**src/rtl/bcd_alarm_clock_multi.sv**
```systemverilog
// BCD time-of-day clock (HH:MM:SS, 24 h) with N programmable alarm channels
// and a ring / snooze / stop state machine with automatic ring timeout.
module bcd_alarm_clock_multi #(
    parameter int TICKS_PER_SEC = 100_000_000,
    parameter int N_ALARMS      = 4,
    parameter int SNOOZE_SEC    = 300,
    parameter int RING_SEC      = 60,
    localparam int IDX_W        = (N_ALARMS > 1) ? $clog2(N_ALARMS) : 1
) (
    input  logic                clk,
    input  logic                rst,
    input  logic                time_load,
    input  logic [15:0]         time_init_bcd,
    input  logic                alarm_wr,
    input  logic [IDX_W-1:0]    alarm_wr_idx,
    input  logic [15:0]         alarm_wr_bcd,
    input  logic [N_ALARMS-1:0] alarm_en,
    input  logic                snooze,
    input  logic                stop,
    output logic [15:0]         time_now_bcd,
    output logic [7:0]          sec_now_bcd,
    output logic                sec_tick,
    output logic                ring,
    output logic                snoozed,
    output logic [IDX_W-1:0]    ring_idx,
    output logic                cfg_err
);

    localparam int PW      = (TICKS_PER_SEC > 2) ? $clog2(TICKS_PER_SEC) : 1;
    localparam int TMR_MAX = (RING_SEC > SNOOZE_SEC) ? RING_SEC : SNOOZE_SEC;
    localparam int TW      = $clog2(TMR_MAX + 1);

    localparam logic [PW-1:0] PRESC_MAX  = PW'(TICKS_PER_SEC - 1);
    localparam logic [TW-1:0] RING_LD    = TW'(RING_SEC);
    localparam logic [TW-1:0] SNOOZE_LD  = TW'(SNOOZE_SEC);
    localparam logic [TW-1:0] TMR_ONE    = TW'(1);

    typedef enum logic [1:0] {
        IDLE    = 2'd0,
        RINGING = 2'd1,
        SNOOZED = 2'd2
    } state_t;

    // HHMM packed as four BCD digits; hours limited to 00..23
    function automatic logic hhmm_ok(input logic [15:0] v);
        logic [3:0] hd, ho, md, mo;
        hd = v[15:12];
        ho = v[11:8];
        md = v[7:4];
        mo = v[3:0];
        return (hd <= 4'd2) && (ho <= 4'd9) && (md <= 4'd5) && (mo <= 4'd9)
            && !((hd == 4'd2) && (ho > 4'd3));
    endfunction

    logic [PW-1:0] presc;
    logic [3:0]    hd, ho, md, mo, sd, so;
    logic [3:0]    n_hd, n_ho, n_md, n_mo, n_sd, n_so;
    logic [15:0]   alarm_reg [N_ALARMS];
    logic          load_ok;
    logic          wr_ok;
    logic          roll_vld_p1;
    logic [N_ALARMS-1:0] hit;
    logic          hit_any;
    logic [IDX_W-1:0] hit_idx;

    state_t        state, state_nxt;
    logic [TW-1:0] tmr, tmr_nxt;
    logic [IDX_W-1:0] idx_nxt;

    assign sec_tick     = (presc == PRESC_MAX);
    assign load_ok      = time_load && hhmm_ok(time_init_bcd);
    // Writes to a non-existent channel are rejected like malformed values
    assign wr_ok        = alarm_wr && hhmm_ok(alarm_wr_bcd)
                          && (32'(alarm_wr_idx) < 32'(N_ALARMS));
    assign time_now_bcd = {hd, ho, md, mo};
    assign sec_now_bcd  = {sd, so};
    assign ring         = (state == RINGING);
    assign snoozed      = (state == SNOOZED);

    // Prescaler: free-running 0..TICKS_PER_SEC-1, restarted by a valid load
    always_ff @(posedge clk or posedge rst) begin
        if (rst) begin
            presc <= '0;
        end else if (load_ok || sec_tick) begin
            presc <= '0;
        end else begin
            presc <= presc + PW'(1);
        end
    end

    // Next time-of-day, digit-wise BCD increment with cascaded carries
    always_comb begin
        n_so = so + 4'd1;
        n_sd = sd;
        n_mo = mo;
        n_md = md;
        n_ho = ho;
        n_hd = hd;
        if (so == 4'd9) begin
            n_so = 4'd0;
            n_sd = sd + 4'd1;
            if (sd == 4'd5) begin
                n_sd = 4'd0;
                n_mo = mo + 4'd1;
                if (mo == 4'd9) begin
                    n_mo = 4'd0;
                    n_md = md + 4'd1;
                    if (md == 4'd5) begin
                        n_md = 4'd0;
                        if ((hd == 4'd2) && (ho == 4'd3)) begin
                            n_hd = 4'd0;
                            n_ho = 4'd0;
                        end else if (ho == 4'd9) begin
                            n_ho = 4'd0;
                            n_hd = hd + 4'd1;
                        end else begin
                            n_ho = ho + 4'd1;
                        end
                    end
                end
            end
        end
    end

    // Time registers: a valid load wins over a coincident second tick
    always_ff @(posedge clk or posedge rst) begin
        if (rst) begin
            {hd, ho, md, mo, sd, so} <= '0;
        end else if (load_ok) begin
            {hd, ho, md, mo} <= time_init_bcd;
            {sd, so}         <= 8'h00;
        end else if (sec_tick) begin
            {hd, ho, md, mo, sd, so} <= {n_hd, n_ho, n_md, n_mo, n_sd, n_so};
        end
    end

    // Minute-roll strobe: set only when counting (not loading) produces SS=00
    always_ff @(posedge clk or posedge rst) begin
        if (rst) begin
            roll_vld_p1 <= 1'b0;
        end else begin
            roll_vld_p1 <= sec_tick && !load_ok && (sd == 4'd5) && (so == 4'd9);
        end
    end

    // Alarm registers and configuration-error pulse
    always_ff @(posedge clk or posedge rst) begin
        if (rst) begin
            for (int i = 0; i < N_ALARMS; i++) begin
                alarm_reg[i] <= 16'h0000;
            end
            cfg_err <= 1'b0;
        end else begin
            if (wr_ok) begin
                alarm_reg[alarm_wr_idx] <= alarm_wr_bcd;
            end
            cfg_err <= (time_load && !load_ok) || (alarm_wr && !wr_ok);
        end
    end

    // --- stage p1: compare the freshly rolled minute against enabled channels
    // Descending scan so the lowest matching channel index is the one kept
    always_comb begin
        hit     = '0;
        hit_any = 1'b0;
        hit_idx = '0;
        for (int i = N_ALARMS - 1; i >= 0; i--) begin
            hit[i] = roll_vld_p1 && alarm_en[i] && (alarm_reg[i] == time_now_bcd);
            if (hit[i]) begin
                hit_any = 1'b1;
                hit_idx = IDX_W'(i);
            end
        end
    end

    // Ring FSM next-state: stop beats snooze, disabling the active channel aborts
    always_comb begin
        state_nxt = state;
        tmr_nxt   = tmr;
        idx_nxt   = ring_idx;
        case (state)
            IDLE: begin
                if (hit_any) begin
                    state_nxt = RINGING;
                    tmr_nxt   = RING_LD;
                    idx_nxt   = hit_idx;
                end
            end
            RINGING: begin
                if (!alarm_en[ring_idx] || stop) begin
                    state_nxt = IDLE;
                end else if (snooze) begin
                    state_nxt = SNOOZED;
                    tmr_nxt   = SNOOZE_LD;
                end else if (sec_tick) begin
                    if (tmr <= TMR_ONE) begin
                        state_nxt = IDLE;
                        tmr_nxt   = '0;
                    end else begin
                        tmr_nxt = tmr - TMR_ONE;
                    end
                end
            end
            SNOOZED: begin
                if (!alarm_en[ring_idx] || stop) begin
                    state_nxt = IDLE;
                end else if (sec_tick) begin
                    if (tmr <= TMR_ONE) begin
                        state_nxt = RINGING;
                        tmr_nxt   = RING_LD;
                    end else begin
                        tmr_nxt = tmr - TMR_ONE;
                    end
                end
            end
            default: begin
                state_nxt = IDLE;
            end
        endcase
    end

    // --- stage p2: ring FSM state, timer and triggering channel
    always_ff @(posedge clk or posedge rst) begin
        if (rst) begin
            state    <= IDLE;
            tmr      <= '0;
            ring_idx <= '0;
        end else begin
            state    <= state_nxt;
            tmr      <= tmr_nxt;
            ring_idx <= idx_nxt;
        end
    end

endmodule

```
**config.mk**
```make
export PLATFORM = sky130hd
export DESIGN_NAME = bcd_alarm_clock_multi
export DESIGN_NICKNAME = d
export VERILOG_FILES = /design/src/rtl/bcd_alarm_clock_multi.sv
export SDC_FILE = /design/constraint.sdc
export NUM_CORES = 1
export LEC_CHECK = 0
export ABC_AREA = 1
export CAP_MARGIN = 30
export CORE_ASPECT_RATIO = 1.4
export CORE_MARGIN = 4
export CORE_UTILIZATION = 60
export CTS_CLUSTER_SIZE = 40
export DETAILED_ROUTE_END_ITERATION = 7
export GPL_TIMING_DRIVEN = 0
export MAX_ROUTING_LAYER = met4
export PLACE_DENSITY = 0.87
export RECOVER_POWER = 25
export SETUP_SLACK_MARGIN = 0.3
export SLEW_MARGIN = 25
export SYNTH_ARGS = -nofsm -noshare
export SYNTH_HDL_FRONTEND = slang
export SYNTH_SLANG_ARGS = --single-unit
```
**constraint.sdc**
```tcl
create_clock -name clk -period 14.3 [get_ports clk]
set_clock_uncertainty 0.2 [all_clocks]
set_input_delay 2.86 -clock clk [delete_from_list [all_inputs] [get_ports clk]]
set_output_delay 2.86 -clock clk [all_outputs]
set_load 0.03 [all_outputs]
```
==> summary.txt <==
Met3 GRT Util: 0.0521
Met1 Use GR: 0.342
Yosys reg bits: 130
Routability cong.: 0.938
Area Growth Syn to Fin: 20.4%
Pre-antenna DRT Iters: 5
Hold path endpoint: alarm_reg[36]
Clock tree sinks: 130
Nets: 1172
Post-Place Cells: 1241
Worst-margin pin slew: 5280 ps
Largest net degree at the start of global routing: 100
Setup TNS Final: 0 ps
Reg2reg start: md[1]
Critical Path RT: 13350 ps
Num rows: 47
Drt wl/cell: 16.3 um
Final period utilization: 0.627
Crit path kind: in2async
Crit-path leading delay family: buffers and inverters
Reg2reg setup slack: 11710 ps
Total power: 978 uW
GR Util met2: 0.534
Die Wd: 102 um
Peak supply drop: 94.1 uV
GRT Total Usage: 0.314
Max-capacitance violation count: 1
Worst setup margin: 5340 ps
Critical Path Source Type: input port
Grt ovf: 0
Core ar.: 11900 sq um
Clock-pin slew on the worst setup and hold paths: 60 ps
Period minus WS final: 8960 ps
Yosys cell types: 43
Async set-reset flop share out of synthesis: 1.00
Clock tree buffer depth: 2
Outcome: complete, but fails checks
Post-synth EDFFs: 0
Yosys warnings: 0
Commonest non-fill, non-tap cell in the layout: nand2_1
Crit-path max FO: 99
CTS hold repair buffers: 0
Failing checks: capacitance limit, slew limit
Slowest library cell on the worst path: clkbuf_1
Most used flip-flop cell after synthesis: dfrtp_1
Via density: 5.62
DRC errors left: 0
CTS tree: yes
CP peak stage delay: 3740 ps
Worst slack, placed: 8910 ps
Hold Path Class: reg2reg
Static Leak: 4.47 nW
# fillers: 890
Fmax: 112 MHz
Via count: 7157
Final antenna-violating net count: 0
Post-Syn Area: 7420 sq um
Diode count: 0
RSZ-0062 raised after global routing: false
CP endpoint kind: async pin
Die area: 14200 sq um
Max reg flops: 64
Cell Count, Final, Fillers Out: 1273
Port Buffer Count: 73
CTS Buf Count: 17
First DRT Iteration DRCs: 642
Root buffer cell: clkbuf_16
Seq/Total Area, Yosys: 0.439
Fin. max-slew vios: 100
Initial Util: 0.621
Commonest non-fill, non-tap cells in the layout: 304 x nand2_1, 149 x inv_1, 130 x dfrtp_1
R2R Path End: state[1]
Final HPWL DP: 15.3 mm
Final setup violation count: 0
Post-cts resize count: 0
Initial antenna violation count: 0
Hold Vio Cnt, Final: 0
GR peak layer: met2
Slew margin rel.: -2.52
Pwr per Cell Area: 110 nW/um^2
CP Buf/Inv Count: 3
Syn Area/Cell: 7.27 sq um
Clk Latency, worst-skew pair: 420 ps
Critical-path cell list: dlygate4sd3_1 -> clkinvlp_2 -> clkbuf_1
Hold path depth: 2
Global-route wire length before repair: 33.9 mm
R2R depth: 13
Routed wire length: 20.7 mm
Number of global-route vias before repair: 7144
Critical Path AT: 8020 ps
DIE HEIGHT: 140 um
Hold_sp: alarm_reg[36]
# IOs: 74
# Post-CTS Setup Buffers: 0
Mapped Cells: 1020
H-tree Lvls: 4
CP Depth: 3
Layout cells sized above 1: 0.0524
Synthesized Nets: 1079
==> synth_stat cells, drive strengths merged (4+ instances only) <==
cell type,n,area (sq um)
nor3,21,115
clkbuf,8,31.3
xnor2,6,52.6
nand3,57,290
ha,15,188
inv,150,563
o211ai,11,82.6
nand2,306,1160
buf,17,90.1
nand4,14,103
a31oi,4,25.0
nor2,105,420
a21oi,13,65.1
o21ai,115,587
xor2,25,219
dfrtp,130,3250
==> tightest hold or removal path, stage by stage (launching register included) <==
cell	delay (ps)
dfrtp_1	340
nand2_1	50
o21ai_0	60
==> power breakdown <==
| part | internal (mW) | switching, mW |
|---|---|---|
| Combinational | 0.0458 | 0.0651 |
| Clock | 0.282 | 0.160 |
| Sequential | 0.400 | 0.0253 |
| Total | 0.728 | 0.251 |
==> routing by layer <==
metal	part of all wire	wire length, um
met1	0.36	7500
met2	0.52	10800
met3	0.061	1270
met4	0.058	1200
met5	0	0
==> stage by stage <==
stage	area, sq um	hold WS (ps)	util
floorplan	7420	253	-
global placement	8330	267	0.698
detailed placement	8370	279	0.701
CTS	8960	294	0.751
global route	8930	324	0.748
finish	8930	290	0.748
==> cell families after synthesis <==
| group | Yosys count | share of synthesized area |
|---|---|---|
| compound gates | 159 | 0.120 |
| buf+inv | 176 | 0.0928 |
| flops | 130 | 0.439 |
| xor+xnor | 31 | 0.0366 |
| fa+ha+maj | 15 | 0.0253 |
| simple gates | 509 | 0.286 |
==> worst max path at each step <==
stage / from / end / slack (ps)
floorplan: rst / alarm_reg[0] / 7770
global placement: rst / tmr[0] / 6040
detailed placement: alarm_wr_bcd[2] / alarm_reg[49] / 8910
CTS: presc[0] / sec_tick / 8500
global route: rst / md[3] / 4200
finish: rst / tmr[0] / 5340
==> cell type report <==
class,count,area (sq um),share of cell area
multi-input cells,714,3480,0.389
inverters,151,568,0.0636
repair buffers,74,734,0.0822
clock inverters,10,133,0.0148
flip-flops and latches,130,3250,0.364
clock buffers,22,464,0.0520
plain buffers,25,121,0.0136
well taps,147,184,0.0206
(Power assumes the default switching activity.)
